==> src/rtl/client_rr_arbiter.sv <==
// client_rr_arbiter: round-robin arbiter sharing one downstream resource
// among N clients. The grant is registered and one-hot (or all-zero), and
// it stays with its owner for as long as the owner keeps requesting.
// Optional feature macro: CLIENT_ARB_HOLD_LIMIT_EN. When it is defined, an
// owner that has held the grant for MAX_HOLD consecutive cycles is forced
// to rotate whenever another client is waiting.
module client_rr_arbiter #(
    parameter int N        = 8,
    parameter int MAX_HOLD = 4,
    parameter int IDX_W    = $clog2(N)
) (
    input  logic             clock,
    input  logic             reset,
    input  logic [N-1:0]     req,
    output logic [N-1:0]     grant,
    output logic             grant_valid,
    output logic [IDX_W-1:0] grant_idx
);

    // Illegal configurations are stopped at elaboration time.
    if (N < 2 || N > 32) begin : g_bad_n
        $error("client_rr_arbiter: N must lie in 2..32");
    end
    if (MAX_HOLD < 1 || MAX_HOLD > 255) begin : g_bad_max_hold
        $error("client_rr_arbiter: MAX_HOLD must lie in 1..255");
    end

    typedef enum logic [0:0] {
        ST_IDLE  = 1'b0,
        ST_OWNED = 1'b1
    } state_t;

    state_t           state_r, state_s;
    logic [N-1:0]     grant_r, grant_s;
    logic             grant_valid_r, grant_valid_s;
    logic [IDX_W-1:0] grant_idx_r, grant_idx_s;
    logic [IDX_W-1:0] ptr_r, ptr_s;
    logic             all_found_s;
    logic [IDX_W-1:0] all_win_s;
`ifdef CLIENT_ARB_HOLD_LIMIT_EN
    logic [7:0]       hold_cnt_r, hold_cnt_s;
    logic             oth_found_s;
    logic [IDX_W-1:0] oth_win_s;
`endif

    // First set bit of r scanning start, start+1, ... wrapping modulo N.
    // Returns {found, index}.
    function automatic logic [IDX_W:0] rr_search(input logic [N-1:0] r,
                                                 input logic [IDX_W-1:0] start);
        logic             found;
        logic [IDX_W-1:0] win;
        int               pos;
        found = 1'b0;
        win   = {IDX_W{1'b0}};
        for (int i = 0; i < N; i++) begin
            pos = (int'(start) + i) % N;
            if (!found && r[pos]) begin
                found = 1'b1;
                win   = IDX_W'(pos);
            end else begin
                found = found;
            end
        end
        return {found, win};
    endfunction

    // Index following w, wrapping N-1 back to 0.
    function automatic logic [IDX_W-1:0] next_index(input logic [IDX_W-1:0] w);
        if (int'(w) == N - 1) begin
            return {IDX_W{1'b0}};
        end else begin
            return w + IDX_W'(1'b1);
        end
    endfunction

    // One-hot vector with only bit idx set.
    function automatic logic [N-1:0] to_onehot(input logic [IDX_W-1:0] idx);
        logic [N-1:0] g;
        for (int i = 0; i < N; i++) begin
            g[i] = (i == int'(idx));
        end
        return g;
    endfunction

    // Next-state and next-output decision for the arbitration FSM.
    always_comb begin
        state_s     = state_r;
        grant_s     = grant_r;
        grant_idx_s = grant_idx_r;
        ptr_s       = ptr_r;
        {all_found_s, all_win_s} = rr_search(req, ptr_r);
`ifdef CLIENT_ARB_HOLD_LIMIT_EN
        hold_cnt_s  = hold_cnt_r;
        // Candidates for a forced rotation exclude the current owner.
        {oth_found_s, oth_win_s} = rr_search(req & ~grant_r, ptr_r);
`endif
        case (state_r)
            ST_IDLE: begin
                if (all_found_s) begin
                    state_s     = ST_OWNED;
                    grant_s     = to_onehot(all_win_s);
                    grant_idx_s = all_win_s;
                    ptr_s       = next_index(all_win_s);
`ifdef CLIENT_ARB_HOLD_LIMIT_EN
                    hold_cnt_s  = 8'd1;
`endif
                end else begin
                    state_s = ST_IDLE;
                end
            end
            ST_OWNED: begin
                if (req[grant_idx_r]) begin
`ifdef CLIENT_ARB_HOLD_LIMIT_EN
                    if (hold_cnt_r < 8'(MAX_HOLD)) begin
                        hold_cnt_s = hold_cnt_r + 8'd1;
                    end else if (oth_found_s) begin
                        grant_s     = to_onehot(oth_win_s);
                        grant_idx_s = oth_win_s;
                        ptr_s       = next_index(oth_win_s);
                        hold_cnt_s  = 8'd1;
                    end else begin
                        // Nobody else waiting: keep the grant, count saturates.
                        hold_cnt_s = 8'(MAX_HOLD);
                    end
`else
                    state_s = ST_OWNED;
`endif
                end else if (all_found_s) begin
                    // Owner released while others wait: hand over with no bubble.
                    grant_s     = to_onehot(all_win_s);
                    grant_idx_s = all_win_s;
                    ptr_s       = next_index(all_win_s);
`ifdef CLIENT_ARB_HOLD_LIMIT_EN
                    hold_cnt_s  = 8'd1;
`endif
                end else begin
                    // Everyone released: go idle, the search pointer is kept.
                    state_s     = ST_IDLE;
                    grant_s     = {N{1'b0}};
                    grant_idx_s = {IDX_W{1'b0}};
                end
            end
            default: begin
                state_s     = ST_IDLE;
                grant_s     = {N{1'b0}};
                grant_idx_s = {IDX_W{1'b0}};
                ptr_s       = {IDX_W{1'b0}};
`ifdef CLIENT_ARB_HOLD_LIMIT_EN
                hold_cnt_s  = 8'd0;
`endif
            end
        endcase
        grant_valid_s = (state_s == ST_OWNED);
    end

    // State and output registers with synchronous reset overriding req.
    always_ff @(posedge clock) begin
        if (reset) begin
            state_r       <= ST_IDLE;
            grant_r       <= {N{1'b0}};
            grant_valid_r <= 1'b0;
            grant_idx_r   <= {IDX_W{1'b0}};
            ptr_r         <= {IDX_W{1'b0}};
`ifdef CLIENT_ARB_HOLD_LIMIT_EN
            hold_cnt_r    <= 8'd0;
`endif
        end else begin
            state_r       <= state_s;
            grant_r       <= grant_s;
            grant_valid_r <= grant_valid_s;
            grant_idx_r   <= grant_idx_s;
            ptr_r         <= ptr_s;
`ifdef CLIENT_ARB_HOLD_LIMIT_EN
            hold_cnt_r    <= hold_cnt_s;
`endif
        end
    end

    assign grant       = grant_r;
    assign grant_valid = grant_valid_r;
    assign grant_idx   = grant_idx_r;

endmodule

==> config.mk <==
export PLATFORM = sky130hd
export DESIGN_NAME = client_rr_arbiter
export DESIGN_NICKNAME = d
export VERILOG_FILES = /design/src/rtl/client_rr_arbiter.sv
export SDC_FILE = /design/constraint.sdc
export NUM_CORES = 1
export LEC_CHECK = 0
export BUFFER_PORTS_ARGS = -buffer_cell sky130_fd_sc_hd__buf_4
export CAP_MARGIN = 20
export CELL_PAD_IN_SITES_DETAIL_PLACEMENT = 1
export CELL_PAD_IN_SITES_GLOBAL_PLACEMENT = 1
export CORE_UTILIZATION = 42
export CTS_BUF_LIST = sky130_fd_sc_hd__clkbuf_4 sky130_fd_sc_hd__clkbuf_8 sky130_fd_sc_hd__clkbuf_16
export CTS_CLUSTER_DIAMETER = 200
export CTS_CLUSTER_SIZE = 20
export DETAILED_ROUTE_END_ITERATION = 7
export PLACE_DENSITY = 0.71
export SETUP_SLACK_MARGIN = 0.5
export SLEW_MARGIN = 20
export SYNTH_ARGS = -nofsm -noshare
export SYNTH_HDL_FRONTEND = slang
export SYNTH_SLANG_ARGS = --single-unit
==> constraint.sdc <==
create_clock -name clock -period 4.85 [get_ports clock]
set_input_delay 1.455 -clock clock [delete_from_list [all_inputs] [get_ports clock]]
set_output_delay 1.455 -clock clock [all_outputs]
set_load 0.03 [all_outputs]
==> flow_summary_export.csv, run 1 <==
group,metric,value,unit
clock_network,clkLatencyLatePin,240,ps
synthesis,netlist_area,0.00184,sq mm
setup_path,cp.arrival,4220,ps
setup_path,r2r-start,"ptr_r[0]$_SDFFE_PP0P_",
layout,layout-drive-gt1-share,36.3,%
run_status,status,"finished clean",
timing,maxSlewViolCount,0,
synthesis,synthArstFlopShare,0,%
floorplanning,die_y,68.2,microns
setup_path,required,4990,ps
synthesis,muxShareOfSynthArea,37.6,%
job,drv_cap,0,
routing,wl_met1,2360,microns
grt,grt_pass1_vias,1550,
setup_path,setup.worst_path.start,"req[1]",
timing,maxSlewHeadroom,59.2,%
floorplanning,die_w,68.2,microns
clock_network,clockBufferDepth,2,
clock_network,cts_max_level,1,
synthesis,synth-seq-area-share,16.3,%
synthesis,synth_edf_count,0,
clock_network,clockRootBuffer,"clkbuf_8",
timing,finalSetupTns,0,ps
layout,final_common_cell,"buf_4",
routing,wl_per_cell,21.1,microns
timing,setup_viol,0,
synthesis,synthXorXnorAreaFrac,1.43,%
floorplanning,io_pins,22,
grt,grt_pass1_wl,8180,microns
routing,met3WireLength,244,microns
timing,rsz0062_at_grt,"false",
layout,fin_nets,212,
place,postPlaceCellArea,0.00199,sq mm
place,hpwlAfterDp,3810,microns
synthesis,synth_top_family_by_area,"multiplexers",
grt,globalRouteOverflowTotal,0,
floorplanning,fp.dieArea,0.00465,sq mm
floorplanning,core_area,0.00412,sq mm
layout,num_antenna_cells,0,
clock_network,cts_made_buffers,3,
timing,min_period_over_period,84.1,%
synthesis,synth_compound_area_share,20.6,%
routing,dr.first_iter.drc_count,113,
timing,tightest_slew,608,ps
clock_network,cts_tree,"yes",
setup_path,crit_type,"in2reg",
grt,antenna_found_initial,0,
floorplanning,start_util,44.7,%
grt,grt_max_degree,24,
pwr,power,0.00147,W
synthesis,synth_cells,179,
pwr,max-vdd-ir-drop,0.321,mV
min_path,hp-class,"reg2reg",
clock_network,path_clk_slew,60,ps
routing,first_pass_iters,4,
clock_network,cts.sinks,15,
pwr,p_leak,0.786,nW
synthesis,synthSimpleGateAreaFrac,11.1,%
timing,hold_viol,0,
setup_path,worstSetupEndpointType,"flip-flop",
synthesis,yosysUniqueCellTypes,59,
place,gp_congestion,0.859,
floorplanning,num_rows,23,
pwr,p_per_area,721,mW/mm^2
synthesis,syn_avg_cell_area,10.3,sq um
clock_network,hold_buffers,0,
timing,timing.fmax,245,MHz
setup_path,worstSetupStartpointType,"input pin",
synthesis,synth-main-ff-cell,"dfxtp_1",
timing,timing.final.crit_period,4080,ps
synthesis,syn-num-nets,197,
routing,wl_met2,2420,microns
synthesis,yosysWarnings,0,
synthesis,synth-seq-cells,15,
setup_path,crit_path_max_fanout,10,
clock_network,postCtsResizedCells,0,
place,portBuffers,21,
layout,nFillCells,466,
layout,syn_to_final_growth,11.0,%
routing,ant_nets,0,
clock_network,cts_setup_buffers,0,
grt,grt_use_total,24.0,%
routing,vias,1584,
timing,clock_skew,2.08,ps
layout,final_cell_mix,"buf_4 (26), mux4_2 (17), nor2_1 (17)",
routing,drc_errors,0,
routing,viasPerCell,6.52,
routing,wirelength,5120,microns
synthesis,synth_fa_ha_area_share,5.44,%
routing,top_layer,"met4",
layout,stdcell_area,0.00204,sq mm
min_path,hold_start,"grant[6]$_SDFFE_PP0P_",
==> worst max-delay path: stages <==
cell and delay (ps):
buf_4 160, mux4_2 550, mux2i_1 280, nand2_1 210, or4_1 540, o211a_1 160, o21ai_2 230, ha_1 220
ha_1 230, mux2i_1 120, nor2_1 50
==> cells in the mapped netlist (2+ instances only) <==
cell type	instances	area [sq um]
mux4_2	17	383
nor2_1	17	63.8
dfxtp_1	15	300
mux2i_1	13	130
mux2_2	9	101
ha_1	8	100
inv_1	8	30.0
buf_2	7	35.0
nand2_1	7	26.3
a32o_1	6	60.1
a221oi_1	5	43.8
a21oi_1	4	20.0
buf_6	4	45.0
mux2_1	3	33.8
nor3_1	3	15.0
a22o_1	2	17.5
a2bb2oi_1	2	17.5
a311oi_1	2	17.5
clkbuf_1	2	7.51
mux2_4	2	30.0
nor2b_1	2	12.5
o21ai_0	2	10.0
o22ai_1	2	12.5
xor2_1	2	17.5
==> cells by family after synthesis <==
group	count (synthesis)
xor+xnor	3
buf+inv	25
simple gates	41
flops	15
fa+ha+maj	8
compound gates	42
mux	45
==> metal layers <==
metal  global-route usage [%]  up-vias
met4                     7.29        0
met2                     36.5       46
met1                     34.2      790
met5                        0        -
met3                     4.50       12
li1                         -      736
==> metrics by stage <==
| step | std cells | hold WS (ps) | worst slack [ps] | utilization, % |
|---|---|---|---|---|
| global placement | 239 | 451 | 592 | 48.5 |
| finish | 243 | 472 | 771 | 49.7 |
| detailed placement | 239 | 459 | 539 | 48.5 |
| global route | 243 | 489 | 550 | 49.7 |
| CTS | 243 | 475 | 768 | 49.7 |
| floorplan | 179 | 626 | 818 | - |
==> worst paths after layout <==
| path | endpoint | slack, ps | depth (start not counted) |
|---|---|---|---|
| setup / recovery | ptr_r[2]$_SDFFE_PP0P_ | 770 | 11 |
| hold / removal | grant[6]$_SDFFE_PP0P_ | 470 | 1 |
| setup reg to reg | ptr_r[2]$_SDFFE_PP0P_ | 1170 | 13 |
| hold reg to reg | grant[6]$_SDFFE_PP0P_ | 470 | 1 |
==> flip-flops by register name, summed over array words and instances, names as in the netlist <==
name and flops:
grant 8, grant_idx 3, grant_valid 1, ptr_r 3
==> cell type report <==
class,count,area [sq um],area share [%]
Sequential cell,15,300,14.7
Tap cell,50,62.6,3.06
Inverter,9,33.8,1.65
Timing Repair Buffer,26,195,9.55
Multi-Input combinational cell,139,1400,68.6
Clock inverter,1,7.51,0.367
Clock buffer,3,41.3,2.02
==> power by group <==
group | switching, W | internal (W)
clock | 0.0000439 | 0.0000576
combinational | 0.000680 | 0.000508
sequential | 0.0000230 | 0.000161
total | 0.000747 | 0.000727
Note: power is estimated with default switching activity, not from simulation.
==> run 2, diff against run 1 <==
- clock period: 4.85 -> 3.9 ns (I/O delays scaled with it)
==> flow_summary_export.csv, run 2 (synthesized netlist as in run 1, its figures left out) <==
group,metric,value,unit
timing,timing.final.crit_period,3660,ps
min_path,hp-class,"reg2reg",
setup_path,cp.arrival,3810,ps
layout,fin_nets,245,
setup_path,crit_type,"reg2reg",
clock_network,cts_tree,"yes",
layout,nFillCells,416,
setup_path,cpMostUsedCell,"buf_4",
routing,wirelength,7810,microns
floorplanning,io_pins,22,
place,gp_congestion,0.945,
grt,globalRouteOverflowTotal,0,
grt,antenna_found_initial,0,
pwr,max-vdd-ir-drop,0.457,mV
clock_network,cts_max_level,1,
grt,grt_pass1_wl,9810,microns
clock_network,clkLatencyLatePin,260,ps
routing,viasPerCell,6.87,
floorplanning,fp.dieArea,0.00465,sq mm
setup_path,critical_path.top_delay_family,"simple AND/OR/NAND/NOR gates",
timing,timing.fmax,273,MHz
layout,stdcell_area,0.00264,sq mm
routing,dr.first_iter.drc_count,177,
clock_network,cts.sinks,15,
timing,tightest_slew,758,ps
timing,min_period_over_period,93.9,%
place,portBuffers,21,
routing,drc_errors,0,
timing,clock_skew,3.07,ps
floorplanning,num_rows,23,
timing,maxSlewHeadroom,49.3,%
run_status,status,"finished clean",
timing,hold_viol,0,
floorplanning,start_util,44.7,%
job,drv_cap,0,
floorplanning,core_area,0.00412,sq mm
setup_path,worstPathCellList,"inv_1 -> ha_4 -> buf_4 -> mux4_2 -> mux2i_4 -> nand2_2 -> or4_4 -> o211a_1 -> o21ai_4 -> buf_4 -> inv_2 -> ha_2 -> a32o_1",
setup_path,worstSetupStartpointType,"flip-flop",
layout,largest_register_ffs,8,
clock_network,clockBufferDepth,2,
timing,finalSetupTns,0,ps
setup_path,worstSetupEndpointType,"flip-flop",
timing,rsz0062_at_grt,"true",
setup_path,crit_buf_inv,4,
grt,grt_use_total,29.1,%
grt,grt_pass1_vias,1811,
layout,num_antenna_cells,0,
floorplanning,die_y,68.2,microns
floorplanning,die_w,68.2,microns
timing,setup_viol,0,
clock_network,clockRootBuffer,"clkbuf_8",
layout,final_common_cell,"buf_4",
routing,ant_nets,0,
pwr,p_leak,1.02,nW
setup_path,cpPeakStageDelay,570,ps
setup_path,cp_slowest_cell,"or4_4",
setup_path,required,4050,ps
layout,syn_to_final_growth,43.5,%
clock_network,cts_made_buffers,3,
layout,final_cell_mix,"buf_4 (47), mux4_2 (17), nor2_1 (17)",
place,postPlaceCellArea,0.00210,sq mm
pwr,p_per_area,983,mW/mm^2
clock_network,path_clk_slew,70,ps
routing,first_pass_iters,4,
timing,maxSlewViolCount,0,
routing,vias,1895,
routing,wl_per_cell,28.3,microns
setup_path,crit_path_max_fanout,9,
grt,grt_max_degree,23,
layout,layout-drive-gt1-share,58.0,%
place,hpwlAfterDp,4230,microns
run 2: cell types whose count changed in the layout (fill, tap and decap cells not counted), moves of 3 or more:
cell	change
ha_4	+4
a221oi_2	+3
ha_2	+3
buf_4	+21
mux2i_1	-5
a221oi_1	-4
inv_1	-4
inv_2	+3
buf_12	+8
ha_1	-7
mux2i_4	+4
run 2: stage by stage:
stage          utilization [%]  instances  setup WS, ps  power [W]  hold WS, ps
3_5_place_dp              51.0        246          17.8    0.00186          463
5_1_grt                   64.2        276           166    0.00271          506
2_1_floorplan                -        179           242    0.00146          626
4_1_cts                   59.5        259           416    0.00227          479
6_report                  64.2        276           240    0.00260          489
3_3_place_gp              51.0        246          86.2    0.00181          454
run 2: path summary, 6_finish.rpt:
path,slack [ps],from,end,cells past startpoint
worst min-delay path,490,grant[4]$_SDFFE_PP0P_,grant[4]$_SDFFE_PP0P_,1
worst max-delay path,240,ptr_r[0]$_SDFFE_PP0P_,grant[6]$_SDFFE_PP0P_,13
worst min register to register,490,grant[4]$_SDFFE_PP0P_,grant[4]$_SDFFE_PP0P_,1
worst max register to register,240,ptr_r[0]$_SDFFE_PP0P_,grant[6]$_SDFFE_PP0P_,13
run 2: layout make-up:
class | count | area [sq um] | area share, %
clock inverter | 1 | 7.51 | 0.284
clock buffer | 3 | 41.3 | 1.56
timing repair buffer | 58 | 562 | 21.3
tap | 50 | 62.6 | 2.37
inverter | 9 | 36.3 | 1.37
multi-input combinational | 140 | 1630 | 61.8
sequential | 15 | 300 | 11.4
run 2: what timing repair did:
action | 4_1_cts | 5_1_grt
gates cloned | 1 | 1
hold buffers | 0 | 0
buffers inserted | 8 | 16
resized for setup | 38 | 15
setup endpoints to repair | 14 | 13
pin swaps | 15 | 10
run 2: power by group:
group	switching, W	internal, W	leakage (nW)
Clock	0.0000628	0.0000720	0.0217
Combinational	0.00118	0.00103	0.880
Sequential	0.0000500	0.000200	0.123
Total	0.00130	0.00130	1.02
run 2: layer usage:
metal  vias up  global-route usage (%)  wire (microns)
met5         -                       0               0
met4         0                    10.4             265
met3        30                    7.67             500
met2        92                    45.6            3700
met1       968                    38.1            3340
li1        805                       -               -
==> run 3, diff against run 2 <==
- SETUP_SLACK_MARGIN: 0.5 -> 0.1
==> flow_summary_export.csv, run 3 (synthesized netlist as in run 1, its figures left out) <==
group,metric,value,unit
run_status,status,"finished clean",
job,drv_cap,0,
routing,viasPerCell,6.46,
setup_path,crit_type,"in2reg",
routing,first_pass_iters,4,
setup_path,cpMostUsedCell,"ha_1",
place,hpwlAfterDp,4130,microns
setup_path,crit_path_max_fanout,11,
setup_path,crit_cells,11,
routing,vias,1615,
pwr,power,0.00197,W
setup_path,cpPeakStageDelay,570,ps
timing,maxSlewViolCount,0,
floorplanning,core_area,0.00412,sq mm
pwr,max-vdd-ir-drop,0.483,mV
layout,num_antenna_cells,0,
clock_network,clockBufferDepth,2,
floorplanning,die_y,68.2,microns
timing,maxSlewHeadroom,50.7,%
clock_network,cts_setup_buffers,0,
pwr,p_per_area,928,mW/mm^2
routing,met3WireLength,196,microns
clock_network,cts.sinks,15,
place,post-place-ws,-25.0,ps
timing,timing.final.crit_period,3700,ps
timing,min_period_over_period,95.0,%
timing,timing.fmax,270,MHz
setup_path,worstSetupEndpointType,"flip-flop",
timing,rsz0062_at_grt,"false",
min_path,hp-class,"reg2reg",
pwr,p_leak,0.823,nW
clock_network,clkLatencyLatePin,250,ps
timing,finalSetupTns,0,ps
timing,setup_viol,0,
grt,globalRouteOverflowTotal,0,
layout,final_cell_mix,"buf_4 (32), mux4_2 (17), nor2_1 (17)",
setup_path,r2r_slack,280,ps
setup_path,r2r-start,"ptr_r[1]$_SDFFE_PP0P_",
layout,final_util,51.7,%
setup_path,setup.worst_path.start,"req[5]",
clock_network,clockRootBuffer,"clkbuf_8",
floorplanning,start_util,44.7,%
setup_path,cp_slowest_cell,"mux4_2",
grt,grt_max_degree,23,
grt,grt_pass1_vias,1638,
clock_network,cts_tree,"yes",
layout,largest_register_ffs,8,
setup_path,crit_buf_inv,1,
routing,dr.first_iter.drc_count,124,
grt,antenna_found_initial,0,
clock_network,path_clk_slew,60,ps
floorplanning,num_rows,23,
floorplanning,fp.dieArea,0.00465,sq mm
setup_path,worstSetupStartpointType,"input pin",
routing,top_layer,"met4",
timing,clock_skew,5.96,ps
layout,nFillCells,473,
setup_path,worst-r2r-cell-count,13,
place,portBuffers,21,
clock_network,cts_max_level,1,
clock_network,cts_made_buffers,3,
setup_path,critical_path.top_delay_family,"multiplexers",
place,gp_congestion,0.913,
floorplanning,io_pins,22,
layout,fin_nets,219,
setup_path,worstSetupEndpoint,"ptr_r[2]$_SDFFE_PP0P_",
routing,ant_nets,0,
layout,layout-drive-gt1-share,39.5,%
setup_path,required,4040,ps
routing,wl_per_cell,21.7,microns
timing,tightest_slew,738,ps
floorplanning,die_w,68.2,microns
setup_path,r2r-end,"ptr_r[2]$_SDFFE_PP0P_",
layout,syn_to_final_growth,15.5,%
routing,wl_met1,2610,microns
layout,final_common_cell,"buf_4",
grt,grt_pass1_wl,8650,microns
setup_path,worstPathCellList,"buf_4 -> mux4_2 -> mux2i_2 -> nand2_2 -> or4_1 -> o211a_1 -> o21ai_4 -> ha_1 -> ha_1 -> mux2i_1 -> nor2_1",
setup_path,cp.arrival,3840,ps
timing,hold_viol,0,
timing,setup_slack,196,ps
grt,grt_use_total,25.4,%
routing,drc_errors,0,
routing,wl_met2,2570,microns
routing,wirelength,5440,microns
==> run 3: cell count changes in the layout (fill, tap and decap cells not counted), sizes merged <==
cell,delta
bufbuf,-1
clkbuf,-1
and2b,-1
buf,-23
==> run 3: worst register-to-register path, delay by kind of cell, from the launching register on <==
| kind | cells | cell delay [ps] |
|---|---|---|
| compound gates | 4 | 680 |
| buf+inv | 2 | 330 |
| fa+ha+maj | 3 | 780 |
| flops | 1 | 340 |
| simple gates | 2 | 660 |
| mux | 2 | 700 |
==> run 3: worst min path at each step <==
stage | end | cells past startpoint | slack (ps) | start
floorplan | grant_idx[1]$_SDFFE_PP0P_ | 1 | 630 | grant_idx[1]$_SDFFE_PP0P_
global placement | grant[0]$_SDFFE_PP0P_ | 1 | 450 | grant[0]$_SDFFE_PP0P_
detailed placement | grant[0]$_SDFFE_PP0P_ | 1 | 460 | grant[0]$_SDFFE_PP0P_
CTS | grant[0]$_SDFFE_PP0P_ | 1 | 490 | grant[0]$_SDFFE_PP0P_
global route | grant[5]$_SDFFE_PP0P_ | 1 | 500 | grant[5]$_SDFFE_PP0P_
finish | grant[2]$_SDFFE_PP0P_ | 1 | 480 | grant[2]$_SDFFE_PP0P_
==> run 3: power breakdown <==
group	total [W]	leakage [nW]	internal [W]	switching, W
Sequential	0.000245	0.123	0.000200	0.0000450
Clock	0.000131	0.0217	0.0000718	0.0000589
Combinational	0.00160	0.679	0.000726	0.000872
==> run 3: timing repair <==
action	CTS	global route
gates resized for setup	0	5
hold buffers	0	0
setup endpoints to repair	0	7
==> run 3: per-stage QoR <==
step	hold WS (ps)	std cells	instance area (sq um)
floorplan	626	179	1840
global placement	453	246	2050
detailed placement	465	246	2050
CTS	487	250	2100
global route	501	250	2130
finish	483	250	2130
==> run 3: final cells by class <==
type	count	area (sq um)	share of cell area, %
Multi-Input combinational cell	139	1430	67.2
Tap cell	50	62.6	2.94
Clock buffer	3	41.3	1.94
Inverter	9	33.8	1.59
Clock inverter	1	7.51	0.353
Timing Repair Buffer	33	251	11.8
Sequential cell	15	300	14.1
==> run 3: layer usage <==
metal,track usage (%),up-vias
li1,-,749
met1,37.1,802
met2,39.8,56
met3,3.50,8
met4,4.43,0
met5,0,-
